[config.mk]
export PLATFORM = sky130hd
export DESIGN_NAME = irq_src_ctrl
export DESIGN_NICKNAME = d
export VERILOG_FILES = /design/src/rtl/irq_src_pkg.sv /design/src/rtl/irq_src_line.sv /design/src/rtl/irq_src_ctrl.sv
export SDC_FILE = /design/constraint.sdc
export NUM_CORES = 1
export LEC_CHECK = 0
export CAP_MARGIN = 20
export CELL_PAD_IN_SITES_DETAIL_PLACEMENT = 1
export CELL_PAD_IN_SITES_GLOBAL_PLACEMENT = 1
export CORE_MARGIN = 3
export CORE_UTILIZATION = 45
export CTS_CLUSTER_SIZE = 28
export DETAILED_ROUTE_END_ITERATION = 8
export GPL_ROUTABILITY_DRIVEN = 1
export PLACE_DENSITY_LB_ADDON = 0.08
export REMOVE_ABC_BUFFERS = 1
export SLEW_MARGIN = 30
export SYNTH_ARGS = -nofsm -noshare
export SYNTH_HDL_FRONTEND = slang
export SYNTH_SLANG_ARGS = --single-unit
[constraint.sdc]
create_clock -name clk -period 4.15 [get_ports clk]
set_clock_uncertainty 0.15 [all_clocks]
set_input_delay 0.83 -clock clk [delete_from_list [all_inputs] [get_ports clk]]
set_output_delay 0.83 -clock clk [all_outputs]
set_load 0.01 [all_outputs]
[src/rtl/irq_src_pkg.sv]
// rtl/irq_src_pkg.sv - shared types and default sizing for the interrupt source controller
package irq_src_pkg;

  typedef enum logic [1:0] {IDLE, REQ, GAP} irq_line_state_t;

  localparam int DEF_N_LINES    = 8;
  localparam int DEF_CNT_W      = 4;
  localparam int DEF_GAP_CYCLES = 2;

endpackage

[src/rtl/irq_src_line.sv]
// rtl/irq_src_line.sv - one interrupt line: request FSM, saturating event counter, overflow flag
module irq_src_line
  import irq_src_pkg::*;
#(
  parameter int CNT_W      = DEF_CNT_W,
  parameter int GAP_CYCLES = DEF_GAP_CYCLES
) (
  input  logic             clk,
  input  logic             rst,
  input  logic             event_i,
  input  logic             clear_i,
  input  logic             int_fin_i,
  input  logic             mask_i,
  output logic             int_req_o,
  output logic             overflow_o,
  output logic [CNT_W-1:0] pending_o
);

  localparam int              GW       = $clog2(GAP_CYCLES + 1);
  localparam logic [CNT_W-1:0] CNT_MAX = '1;
  localparam logic [GW-1:0]    GAP_LOAD = GW'(GAP_CYCLES);
  localparam logic [GW-1:0]    GAP_LAST = GW'(1);

  irq_line_state_t  state_q, state_d;
  logic [CNT_W-1:0] cnt_q, cnt_d;
  logic [GW-1:0]    gap_q, gap_d;
  logic             ovf_q, ovf_d;
  logic             req_q;
  logic             fin_acc;

  always_comb begin
    fin_acc = (state_q == REQ) && int_fin_i;
    state_d = state_q;
    cnt_d   = cnt_q;
    gap_d   = gap_q;
    ovf_d   = ovf_q;
    if (clear_i) begin
      state_d = IDLE;
      cnt_d   = '0;
      gap_d   = '0;
      ovf_d   = 1'b0;
    end else begin
      // An event paired with an accepted fin nets to zero and can never overflow.
      if (event_i && !fin_acc) begin
        if (cnt_q == CNT_MAX) ovf_d = 1'b1;
        else                  cnt_d = cnt_q + 1'b1;
      end else if (!event_i && fin_acc) begin
        cnt_d = cnt_q - 1'b1;
      end
      case (state_q)
        IDLE: if (cnt_d != '0 && !mask_i) state_d = REQ;
        REQ: begin
          if (fin_acc) begin
            state_d = GAP;
            gap_d   = GAP_LOAD;
          end
        end
        GAP: begin
          gap_d = gap_q - 1'b1;
          if (gap_q == GAP_LAST) state_d = (cnt_d != '0 && !mask_i) ? REQ : IDLE;
        end
        default: state_d = IDLE;
      endcase
    end
  end

  always_ff @(posedge clk or posedge rst) begin
    if (rst) begin
      state_q <= IDLE;
      cnt_q   <= '0;
      gap_q   <= '0;
      ovf_q   <= 1'b0;
      req_q   <= 1'b0;
    end else begin
      state_q <= state_d;
      cnt_q   <= cnt_d;
      gap_q   <= gap_d;
      ovf_q   <= ovf_d;
      req_q   <= (state_d == REQ);
    end
  end

  assign int_req_o  = req_q;
  assign overflow_o = ovf_q;
  assign pending_o  = cnt_q;

endmodule

[src/rtl/irq_src_ctrl.sv]
// rtl/irq_src_ctrl.sv - N independent event-to-level interrupt request lines
// Optional IRQ_SRC_MASK_EN adds mask_i, which holds off new requests per line.
module irq_src_ctrl
  import irq_src_pkg::*;
#(
  parameter int N_LINES    = DEF_N_LINES,
  parameter int CNT_W      = DEF_CNT_W,
  parameter int GAP_CYCLES = DEF_GAP_CYCLES
) (
  input  logic                     clk,
  input  logic                     rst,
`ifdef IRQ_SRC_MASK_EN
  input  logic [N_LINES-1:0]       mask_i,
`endif
  input  logic [N_LINES-1:0]       event_i,
  input  logic [N_LINES-1:0]       clear_i,
  input  logic [N_LINES-1:0]       int_fin_i,
  output logic [N_LINES-1:0]       int_req_o,
  output logic [N_LINES-1:0]       overflow_o,
  output logic [N_LINES*CNT_W-1:0] pending_o
);

  logic [N_LINES-1:0] mask_w;

`ifdef IRQ_SRC_MASK_EN
  assign mask_w = mask_i;
`else
  assign mask_w = '0;
`endif

  for (genvar n = 0; n < N_LINES; n++) begin : g_line
    irq_src_line #(
      .CNT_W      (CNT_W),
      .GAP_CYCLES (GAP_CYCLES)
    ) u_line (
      .clk        (clk),
      .rst        (rst),
      .event_i    (event_i[n]),
      .clear_i    (clear_i[n]),
      .int_fin_i  (int_fin_i[n]),
      .mask_i     (mask_w[n]),
      .int_req_o  (int_req_o[n]),
      .overflow_o (overflow_o[n]),
      .pending_o  (pending_o[n*CNT_W +: CNT_W])
    );
  end

endmodule

==> results.tsv <==
stage	metric	value	unit
clock_network	Post-CTS Hold Buffers	0	
critical_path	Reg2Reg Launch Point	g_line[1].u_line.state_q[1]	
synthesis	Post-synth ARST share	100	%
timing	Final Setup Violations	0	
synthesis	Main synth FF type	dfrtp_1	
timing	final setup margin	1200	ps
power_and_ir_drop	leakage power	2.46	nW
global_routing	vias in the first global route	4583	
placed_design	Port-buffer cells	73	
placed_design	Post-Place Cell Area	5610	um^2
detailed_routing	Wirelength per Cell	17.3	um
timing	period utilization	71.0	%
clock_network	H-tree Lvls	3	
floorplan	die footprint	12200	um^2
floorplan	core area	10500	um^2
power_and_ir_drop	Max VDD drop	0.000216	V
critical_path	critical-path maximum fanout	14	
timing	endpoints failing hold	0	
detailed_routing	DRT Wirelength	12600	um
finish	Final Cell Area	5830	um^2
floorplan	Initial Util	47.1	%
synthesis	Syn Inst Count	542	
finish	area delta synth->final	18.4	%
finish	antenna cell count	0	
critical_path	critical path launch point type	primary input	
finish	Fill cells	1222	
finish	Nets	638	
timing	RSZ-0062 raised after global routing	no	
power_and_ir_drop	pwr dens	511	nW/um^2
clock_network	CTS tree	built	
synthesis	Syn Area/Cell	9.08	um^2
placed_design	routability cong.	0.807	
synthesis	Cell variety after synth	53	
timing	Final TNS setup	0	ps
global_routing	GR Util met2	36.7	%
floorplan	# rows	37	
critical_path	Crit Path Class	in2reg	
detailed_routing	DRT Pass-1 Iters	4	
flow_run	maxcap violations	0	
hold_path	Worst Hold Path EP	g_line[0].u_line.gap_q[0]	
timing	Final min period	2950	ps
finish	most common cell after layout, fill and taps aside	dfrtp_1	
global_routing	Global Route met1 Usage	27.1	%
critical_path	required time of the worst setup path	4230	ps
synthesis	Synth area leader	dfrtp_1	
synthesis	EDFF count, synth	0	
global_routing	initial antenna violation count	0	
timing	Max Freq	339	MHz
finish	post-layout util	55.7	%
global_routing	gr ovfl total	0	
placed_design	Placed Instances	713	
synthesis	top cells by area, synth	dfrtp_1, ha_1, nor2_1, a21oi_1, nor2b_1	
placed_design	post-DP HPWL	9190	um
detailed_routing	ANT nets after route	0	
synthesis	mapped cell area	4920	um^2
hold_path	hold path depth	1	
finish	Post-Layout Cell Count	728	
hold_path	hold wc startpoint	g_line[0].u_line.gap_q[0]	
timing	worst slew pin tran	679	ps
critical_path	FF-to-FF path depth	6	
clock_network	CTS Buffer Depth	2	
critical_path	crit path DAT	3030	ps
detailed_routing	DRC violations left	0	
timing	Max-Slew Margin vs Limit	54.7	%
clock_network	clock latency at the later pin of the worst-skew pair	360	ps
finish	most frequent cells in the layout	dfrtp_1, clkdlybuf4s50_1, nor2_1	
finish	share of cells above drive strength 1	5.07	%
synthesis	top-area cell type share of the netlist area	40.7	%
critical_path	r2r setup slk	1710	ps
clock_network	setup bufs post-CTS	0	
synthesis	number of synthesis warnings	0	
clock_network	CTS Root Cell	clkbuf_8	
detailed_routing	via count	4274	
outcome	status	finished clean	
clock_network	CTS resizes	0	
detailed_routing	Vias/cell	5.87	
global_routing	first-pass GRT wire length	22000	um
synthesis	register area share after synthesis	40.7	%
clock_network	CTS buffer count	9	
global_routing	met3 GRT Util	2.79	%
synthesis	number of synthesized register bits	80	
placed_design	DP Worst Slack	830	ps
timing	Pins Over Slew Limit	0	
clock_network	Reg clk slew, reported paths	80	ps
clock_network	TritonCTS Sinks	80	
floorplan	die width	111	um
floorplan	IO Count	74	
hold_path	Worst Hold Class	reg2reg	
global_routing	largest net degree at the start of global routing	38	
detailed_routing	Initial DRC Count	239	
critical_path	worst flop-to-flop path endpoint	g_line[1].u_line.state_q[0]	
global_routing	busiest grt layer	met2	
critical_path	Worst Setup End Kind	register	
floorplan	Die H	111	um
global_routing	Total GRT Usage	21.1	%
kinds of logic (layout without fill, tap and decap cells):
kind of cell	count (synthesis)	in the layout	share of synthesized area [%]
flip-flops	80	80	40.7
buffers and inverters	72	122	7.12
multiplexers	5	5	1.02
XOR/XNOR	9	9	1.60
AND/OR/NAND/NOR	213	213	24.7
adder cells (fa/ha/maj)	24	24	6.10
AO/OA/AOI/OAI	139	139	18.8
worst max-delay path: stages:
cell             delay, ps
clkdlybuf4s50_1        500
nand3b_1               390
nand2_1                240
nor2_1                  60
o311ai_0               540
nor4_1                 170
o41ai_1                300
metrics by stage:
| step | total power [mW] | hold slack [ps] |
|---|---|---|
| 4_1_cts | 3.01 | 345 |
| 2_1_floorplan | 1.86 | 293 |
| 3_3_place_gp | 2.26 | 319 |
| 6_report | 2.98 | 342 |
| 5_1_grt | 3.21 | 375 |
| 3_5_place_dp | 2.34 | 328 |
per-layer routing:
layer | wire (um) | up-vias
li1 | - | 2065
met1 | 5850 | 2131
met2 | 6220 | 63
met3 | 299 | 15
met4 | 214 | 0
met5 | 0 | -
registers in the layout (all words and copies together) (netlist names):
register,count
g_line.u_line.int_req_o,8
g_line.u_line.gap_q,16
g_line.u_line.state_q,16
g_line.u_line.pending_o,32
g_line.u_line.overflow_o,8
Yosys cell counts, types with 10 or more instances:
master and n:
o21ai_0 23, and3_1 14, a211oi_1 11, a311oi_1 10, nand2_1 17, nor3_1 13
a21oi_1 36, buf_4 16, nor2b_1 24, ha_1 24, inv_1 32, nor2_1 61
a31oi_1 20, dfrtp_1 80, nand3b_1 12, nand3_1 18, clkbuf_1 16
cell type report:
class | instances | area (um^2) | share of cell area, %
clock inverters | 3 | 65.1 | 1.12
inverters | 32 | 121 | 2.08
clock buffers | 12 | 155 | 2.66
multi-input cells | 390 | 2570 | 44.1
well taps | 136 | 170 | 2.92
flip-flops and latches | 80 | 2000 | 34.3
repair buffers | 75 | 746 | 12.8
where the power goes:
part	switching, mW	internal [mW]	leakage [nW]
Combinational	0.599	0.558	1.28
Sequential	0.215	0.954	1.07
Clock	0.287	0.368	0.112
Total	1.10	1.88	2.46
worst max path at each step:
stage            startpoint  slack, ps                          end  cells past startpoint
6_report       int_fin_i[1]       1200  g_line[1].u_line.state_q[0]                      7
5_1_grt        int_fin_i[1]       1060  g_line[1].u_line.state_q[0]                      7
4_1_cts        int_fin_i[1]       1160  g_line[1].u_line.state_q[0]                      7
3_5_place_dp   int_fin_i[1]        830  g_line[1].u_line.state_q[0]                      7
3_3_place_gp   int_fin_i[1]        990   g_line[1].u_line.int_req_o                      7
2_1_floorplan           rst       1120    g_line[0].u_line.gap_q[0]                      1
No activity file was read; power rests on OpenSTA's default activity.
